### config.mk
export PLATFORM = sky130hd
export DESIGN_NAME = branch_predict_unit
export DESIGN_NICKNAME = d
export VERILOG_FILES = /design/src/rtl/branch_predict_unit_pkg.sv /design/src/rtl/branch_predict_unit_cmp.sv /design/src/rtl/branch_predict_unit.sv
export SDC_FILE = /design/constraint.sdc
export NUM_CORES = 1
export LEC_CHECK = 0
export BUFFER_PORTS_ARGS = -buffer_cell sky130_fd_sc_hd__buf_2
export CORE_MARGIN = 8
export CORE_UTILIZATION = 40
export DETAILED_ROUTE_END_ITERATION = 10
export HOLD_SLACK_MARGIN = 0.15
export SETUP_SLACK_MARGIN = 0.05
export SYNTH_ARGS = -nofsm -noshare
export SYNTH_HDL_FRONTEND = slang
export SYNTH_SLANG_ARGS = --single-unit
### constraint.sdc
create_clock -name clk -period 5.6 [get_ports clk]
set_input_delay 1.12 -clock clk [delete_from_list [all_inputs] [get_ports clk]]
set_output_delay 1.12 -clock clk [all_outputs]
set_load 0.02 [all_outputs]
### src/rtl/branch_predict_unit_pkg.sv
// Shared definitions for the branch predict unit: funct3 branch encodings,
// boolean constants and the weakly-not-taken counter reset value.
package branch_predict_unit_pkg;

    localparam logic [2:0] BR_EQ  = 3'b000;
    localparam logic [2:0] BR_NE  = 3'b001;
    localparam logic [2:0] BR_LT  = 3'b100;
    localparam logic [2:0] BR_GE  = 3'b101;
    localparam logic [2:0] BR_LTU = 3'b110;
    localparam logic [2:0] BR_GEU = 3'b111;

    localparam logic TRUE  = 1'b1;
    localparam logic FALSE = 1'b0;

    // 2^(ctr_bits-1)-1: the largest value whose MSB still predicts not-taken
    function automatic logic [3:0] weak_not_taken(input int unsigned ctr_bits);
        return (4'b0001 << (ctr_bits - 1)) - 4'b0001;
    endfunction

endpackage

### src/rtl/branch_predict_unit_cmp.sv
// branch_cmp: combinational RV32 conditional-branch comparator producing the
// resolved direction plus a flag for the unused funct3 encodings 010/011.
module branch_cmp
    import branch_predict_unit_pkg::*;
#(
    parameter int XLEN = 32
) (
    input  logic [XLEN-1:0] rs1,
    input  logic [XLEN-1:0] rs2,
    input  logic [2:0]      funct3,
    output logic            taken,
    output logic            illegal
);

    // Condition decode; illegal encodings never report taken
    always_comb begin
        taken   = FALSE;
        illegal = FALSE;
        case (funct3)
            BR_EQ:   taken = (rs1 == rs2);
            BR_NE:   taken = (rs1 != rs2);
            BR_LT:   taken = ($signed(rs1) <  $signed(rs2));
            BR_GE:   taken = ($signed(rs1) >= $signed(rs2));
            BR_LTU:  taken = (rs1 <  rs2);
            BR_GEU:  taken = (rs1 >= rs2);
            default: illegal = TRUE;
        endcase
    end

endmodule

### src/rtl/branch_predict_unit.sv
// Branch resolution plus BHT direction predictor (flop-based counter table).
// Optional gshare indexing is enabled by defining GSHARE_EN.
module branch_predict_unit
    import branch_predict_unit_pkg::*;
#(
    parameter int XLEN        = 32,
    parameter int BHT_ENTRIES = 64,
    parameter int CTR_BITS    = 2,
    parameter int GHR_BITS    = 6
) (
    input  logic                clk,
    input  logic                reset,
    input  logic                f_valid,
    input  logic [XLEN-1:0]     f_pc,
    output logic                f_pred_taken,
    output logic [GHR_BITS-1:0] f_ghr,
    input  logic                ex_valid,
    input  logic                ex_is_branch,
    input  logic [2:0]          ex_funct3,
    input  logic [XLEN-1:0]     ex_pc,
    input  logic [XLEN-1:0]     ex_rs1,
    input  logic [XLEN-1:0]     ex_rs2,
    input  logic                ex_pred_taken,
    input  logic [GHR_BITS-1:0] ex_ghr,
    output logic                ex_branch_taken,
    output logic                ex_mispredict
);

    localparam int IDX_W = $clog2(BHT_ENTRIES);
    localparam logic [CTR_BITS-1:0] CTR_RESET = CTR_BITS'(weak_not_taken(CTR_BITS));
    localparam logic [CTR_BITS-1:0] CTR_MAX   = {CTR_BITS{1'b1}};
    localparam logic [CTR_BITS-1:0] CTR_MIN   = {CTR_BITS{1'b0}};

    logic [CTR_BITS-1:0] ctr_r [BHT_ENTRIES];
    logic [IDX_W-1:0]    f_idx_s;
    logic [IDX_W-1:0]    t_idx_s;
    logic                cmp_taken_s;
    logic                cmp_illegal_s;
    logic                resolving_s;
    logic                train_s;
    logic                unused_pc_s;

    branch_cmp #(.XLEN(XLEN)) u_branch_cmp (
        .rs1     (ex_rs1),
        .rs2     (ex_rs2),
        .funct3  (ex_funct3),
        .taken   (cmp_taken_s),
        .illegal (cmp_illegal_s)
    );

    assign resolving_s     = ex_valid & ex_is_branch;
    assign train_s         = resolving_s & ~cmp_illegal_s;
    assign ex_branch_taken = train_s & cmp_taken_s;
    assign ex_mispredict   = train_s & (ex_branch_taken != ex_pred_taken);

    // Only the word-aligned index bits take part in lookup and training
    assign unused_pc_s = ^{f_pc[1:0], f_pc[XLEN-1:IDX_W+2], ex_pc[1:0], ex_pc[XLEN-1:IDX_W+2]};

`ifdef GSHARE_EN
    logic [GHR_BITS-1:0] ghr_r;

    assign f_idx_s = f_pc[IDX_W+1:2] ^ IDX_W'(ghr_r);
    assign t_idx_s = ex_pc[IDX_W+1:2] ^ IDX_W'(ex_ghr);
    assign f_ghr   = ghr_r;

    // Non-speculative history: shifts in resolved direction of legal branches
    always_ff @(posedge clk or posedge reset) begin
        if (reset) begin
            ghr_r <= {GHR_BITS{1'b0}};
        end else if (train_s) begin
            ghr_r <= GHR_BITS'({ghr_r, ex_branch_taken});
        end
    end
`else
    logic unused_ghr_s;

    assign f_idx_s      = f_pc[IDX_W+1:2];
    assign t_idx_s      = ex_pc[IDX_W+1:2];
    assign f_ghr        = {GHR_BITS{1'b0}};
    assign unused_ghr_s = ^ex_ghr;
`endif

    // Lookup reads the registered table directly, so a same-cycle update is not bypassed
    assign f_pred_taken = f_valid & ctr_r[f_idx_s][CTR_BITS-1];

    // Saturating counter training at the edge after a legal resolving branch
    always_ff @(posedge clk or posedge reset) begin
        if (reset) begin
            for (int i = 0; i < BHT_ENTRIES; i++) begin
                ctr_r[i] <= CTR_RESET;
            end
        end else if (train_s) begin
            if (ex_branch_taken) begin
                if (ctr_r[t_idx_s] != CTR_MAX) begin
                    ctr_r[t_idx_s] <= ctr_r[t_idx_s] + CTR_BITS'(1);
                end
            end else if (ctr_r[t_idx_s] != CTR_MIN) begin
                ctr_r[t_idx_s] <= ctr_r[t_idx_s] - CTR_BITS'(1);
            end
        end
    end

endmodule
# Yosys cells after proc, flatten, opt, wreduce, memory -nomap -nowiden
# Index checks and enable logic that the tools add are counted.
# classes
n_lt_le_gt_ge	7
mux	14
multipliers	0
add_sub_neg	2
shifts	0
bitwise	7
n_eq_ne	10
n_div	0
n_reduce_logical	6
# ops
cell	count
2-to-1 mux 128 bit	3
bitwise mux 128 bit	2
greater-or-equal comparator 32 bit	2
< comparator 32 bit	2
equality test 32 bit	1
inequality test 32 bit	1
binary-select mux 2 bit (select 6 bit)	2
greater-or-equal comparator 7 bit, second input constant	2
NOT 6 -> 7 bit	2
demux 2 bit (select 6 bit)	1
equality test 3 bit, second input constant	4
2-to-1 mux 2 bit	5
< comparator 7 x 1 -> 1 bit, second input constant	1
case mux 1 bit (6 select lines)	1
OR reduction 6 bit	1
AND 1 bit	5
nonzero test 2 bit	2
equality test 3 x 1 -> 1 bit, second input constant	1
zero test 3 bit	1
AND reduction 3 bit	1
adder 2 x 1 -> 2 bit, second input constant	1
inequality test 2 x 1 -> 1 bit, second input constant	1
inequality test 2 bit, second input constant	1
subtractor 2 x 1 -> 2 bit, second input constant	1
2 further kinds	2
# totals
latch_bits	0
wordCells	110
n_memories	0
ram_bits	0
romBits	0
input_bits	143
ff_bits	128
out_inout_bits	9

# Depth between registers and ports, before layout
# depth
depth_word	8
mapped_depth	16

# By module
# Synthesis repeated with hierarchy kept, for this count alone.
# unflattened
hier_cells	710
hier_area_um2	8052.7
# modules_own_cells
module	area_per_inst_um2	n_inst	cells_each	seq_area_each_um2
branch_predict_unit	7123.1	1	581	3283.1
branch_cmp	929.6	1	129	0.0

# Worst setup path before layout
# No wires, ideal clock.
# synth_timing
path_type	in2out
startpoint	in f_pc[2]
endpoint	out f_pred_taken
arrival_time_ps	3707
setup_slack_ps	773
t_required_ps	4480
cell_stages	6
path_cell_list	clkbuf_1 > buf_1 > mux4_2 > mux4_2 > mux4_2 > and2_1
# synth_via
elab_chain_cells	5
# synth_rtl
element	line_no	text
start: declaration	branch_predict_unit.sv:14	input logic [XLEN-1:0] f_pc,
NOT 6 -> 7 bit (not written as such)	branch_predict_unit.sv:84	assign f_pred_taken = f_valid & ctr_r[f_idx_s][CTR_BITS-1];
binary-select mux 2 bit (select 6 bit)	branch_predict_unit.sv:84	
2-to-1 mux 2 bit (not written as such) (2 in series)	branch_predict_unit.sv:84	
AND 1 bit	branch_predict_unit.sv:84	
end: declaration	branch_predict_unit.sv:15	output logic f_pred_taken,
# Every way passes these cells. The select of a mux whose other input is x is not followed.

# Worst setup path after layout
# layout_timing
startpoint	in ex_pc[4]
endpoint	reg ctr_r[79] (netlist bit)
# layout_via
elab_chain_cells	8
elab_cells_between_ends	21
# layout_rtl
element	line_no	text
start: declaration	branch_predict_unit.sv:20	input logic [XLEN-1:0] ex_pc,
NOT 6 -> 7 bit (not written as such) (*)	n/a	
binary-select mux 2 bit (select 6 bit), or another cell as far along	n/a	
2-to-1 mux 2 bit (not written as such) / logical AND 1 bit (equally long branches)	n/a	
2-to-1 mux 2 bit, on equally long branches	n/a	
subtractor 2 x 1 -> 2 bit, or another cell as far along	branch_predict_unit.sv:98	ctr_r[t_idx_s] <= ctr_r[t_idx_s] - CTR_BITS'(1);
bitwise mux 128 bit, on equally long branches	branch_predict_unit.sv:98, branch_predict_unit.sv:95	
2-to-1 mux 128 bit, on equally long branches	branch_predict_unit.sv:97, branch_predict_unit.sv:94	
2-to-1 mux 128 bit	branch_predict_unit.sv:93	if (ex_branch_taken) begin
end signal: indexed assignment	branch_predict_unit.sv:95	ctr_r[t_idx_s] <= ctr_r[t_idx_s] + CTR_BITS'(1);
end signal: indexed assignment	branch_predict_unit.sv:98	
end: declaration	branch_predict_unit.sv:34	logic [CTR_BITS-1:0] ctr_r [BHT_ENTRIES];
# Mark *: on every way between the ends. The rest lies on a longest branch, timed or not. The select of a mux whose other input is x is not followed.
# A chain may end at the register's enable or synchronous reset.

==> flow_metrics.tcl <==
set metrics [dict create \
    fin_crit_sh_pct 89.3 \
    met1_usage_pct 23.6 \
    avgRoutedWirePerCell_um 23.1 \
    arrival_ns 5.31 \
    synth_cell_type_count 59 \
    finalHoldViolCount 0 \
    cts_tree "done" \
    die_h_um 157 \
    antenna_found_initial 0 \
    slew-limit-headroom_pct 39.0 \
    synth_edf_count 0 \
    worstSetupEndpointType "register" \
    min_to "ctr_r[77]$_DFFE_PP0P_" \
    final_max_slew_viol_count 0 \
    holdPathStages 1 \
    r2r_end "ctr_r[79]$_DFFE_PP0P_" \
    rsz0062_at_grt "no" \
    fin_tns_setup_ns 0 \
    drive_gt1_share_pct 45.8 \
    cts-buffers-inserted 17 \
    final_common_cell "mux2_2" \
    htree_levels 4 \
    core_um2 19400 \
    hold-worst-slack_ns 0.538 \
    postCtsSetupBuffers 0 \
    grt_pass1_wl_um 36900 \
    synth_largest_area_cell "dfstp_2" \
    async_flop_share_pct 100 \
    path_cells "buf_2 > or3b_2 > o22ai_1 > nor4_1 > o21ai_0 > mux4_2 > inv_1 > ha_1 > nor3_1 > nand3_1 > a21oi_1 > mux2_2" \
    ctsHoldBuffers 0 \
    clkLatencyLatePin_ns 0.43 \
    top_usage_layer "met2" \
    met2_usage_pct 32.8 \
    setup.worst_path.class "primary input to register" \
    fin_area_um2 9130 \
    period_needed_ns 5.00 \
    placed_area_um2 8590 \
    reg2reg_slack_ns 1.67 \
    gp_congestion 0.923 \
    ys_warn_count 0 \
    finalSetupViolCount 0 \
    reg2reg_depth 9 \
    tightest_slew_ns 0.912 \
    max-clock-path-buffers 2 \
    die_area_um2 24500 \
    synth_top_area_share_pct 21.3 \
    power_mw 2.58 \
    root_buffer "clkbuf_16" \
    critPathLaunchType "primary input" \
    hpwl_um 16700 \
    place_ws_ns 0.319 \
    holdCritPathClass "register to register" \
    synthTopCellsByArea "dfstp_2 21%, dfrtp_1 20%, mux2_2 16%" \
    clock-sinks 128 \
    area_growth_syn_to_layout_pct 15.6 \
    port_buffers 87 \
    synth-seq-area-share_pct 41.6 \
    n_antenna_cell 0 \
    cts_resized 0 \
    status "complete, no violations" \
    postRouteAntennaNets 0 \
    cap_violations 0 \
    wl_um 24100 \
    synth_seq_cells 128 \
    drt_iter0_drc 533 \
    max_freq_ghz 0.200 \
    clk_pin_slew_ns 0.06 \
    worstPathRequired_ns 5.91 \
    grt_usage_pct 19.7 \
    drc 0 \
    use_met3_pct 4.14 \
    worstHoldStart "ctr_r[77]$_DFFE_PP0P_" \
    placed_cells 1010 \
    stdcell_count 1042 \
    crit_fanout 19 \
    grt-ovfl-total 0 \
    vias_per_cell 6.04 \
    vias 6295 \
    avgSynthCellArea_um2 11.6 \
    ir_worst_vdd_uv 185 \
    finish.net_count 941 \
    grt_pass1_vias 6651 \
    rows 51 \
    slowest_stage "or3b_2" \
    grt_max_degree 76 \
    power_leakage_nw 3.94 \
    die_w_um 157 \
    syn_inst 682 \
    cpPeakStageDelay_ns 0.69 \
    final.setup_skew_ns 0.0111 \
    setup_slack_ns 0.598 \
    yosys_most_used_dff "dfstp_2" \
    power.density_nw_per_um2 282 \
    first_pass_iters 6 \
    ios 152 \
    syn-cell-area_um2 7900 \
    mostFrequentLayoutCells "112 x mux2_2, 87 x buf_2, 79 x a21oi_1" \
    post-route-util_pct 47.1 \
    initial_core_util_pct 40.7 \
]
[final cells by class]
type / count / area [um2]
clock inverters: 15 / 111
fillers: 1758 / 10300
well taps: 265 / 332
multi-input cells: 478 / 4270
clock buffers: 17 / 425
inverters: 35 / 134
repair buffers: 104 / 576
flip-flops and latches: 128 / 3280
[worst max path at each step]
stage | startpoint | endpoint | slack, ns | cells past startpoint
finish | ex_pc[4] | ctr_r[79]$_DFFE_PP0P_ | 0.60 | 12
global route | ex_rs2[31] | ex_mispredict | 0.45 | 13
global placement | ex_pc[3] | ctr_r[79]$_DFFE_PP0P_ | 0.37 | 11
floorplan | f_pc[2] | f_pred_taken | 0.77 | 6
CTS | ex_rs2[31] | ex_mispredict | 0.71 | 13
detailed placement | ex_pc[4] | ctr_r[47]$_DFFE_PP0P_ | 0.32 | 11
[synth_stat cells (5+ instances only)]
cell type / n
a21oi_1: 79
a22oi_1: 24
buf_1: 7
buf_4: 8
buf_6: 6
clkbuf_1: 22
dfrtp_1: 64
dfstp_2: 64
ha_1: 34
inv_1: 35
mux2_1: 17
mux2_2: 112
mux4_2: 22
nand2_1: 13
nand3_1: 16
nand3b_1: 5
nand4_1: 9
nor2_1: 7
nor3_1: 18
nor4_1: 7
o21ai_0: 8
o21ai_4: 8
o22ai_1: 28
[cell families (layout without fill, tap and decap cells)]
group                      count (synthesis)  after routing  synth area share [%]
DFF                                      128            128                  41.6
and+or+nand+nor                          105            105                  7.84
AOI/OAI and AO/OA                        180            180                  15.3
other                                      1              6                0.0475
adders and majority gates                 34             34                  5.38
buffers and inverters                     81            171                  4.85
xor gates and xnor gates                   1              1                 0.206
muxes                                    152            152                  24.8
[power breakdown]
part | leakage [nW] | switching (mW) | internal [mW]
combinational | 2.13 | 0.255 | 0.197
clock | 0.261 | 0.442 | 0.568
sequential | 1.54 | 0.0665 | 1.05
[critical path: cells and delay by family]
kind            cells  cell delay [ns]
simple gates        4             1.45
compound gates      3             1.13
fa+ha+maj           1             0.29
buf+inv             2             0.31
mux                 2             0.98
[metal layers]
layer / vias up / part of all wire, % / routed length, um
li1: 2769 / - / -
met1: 3136 / 40 / 9610
met2: 300 / 49 / 11700
met3: 90 / 7.2 / 1730
met4: 0 / 4.3 / 1030
met5: - / 0 / 0
No activity file was read; power rests on OpenSTA's default activity.
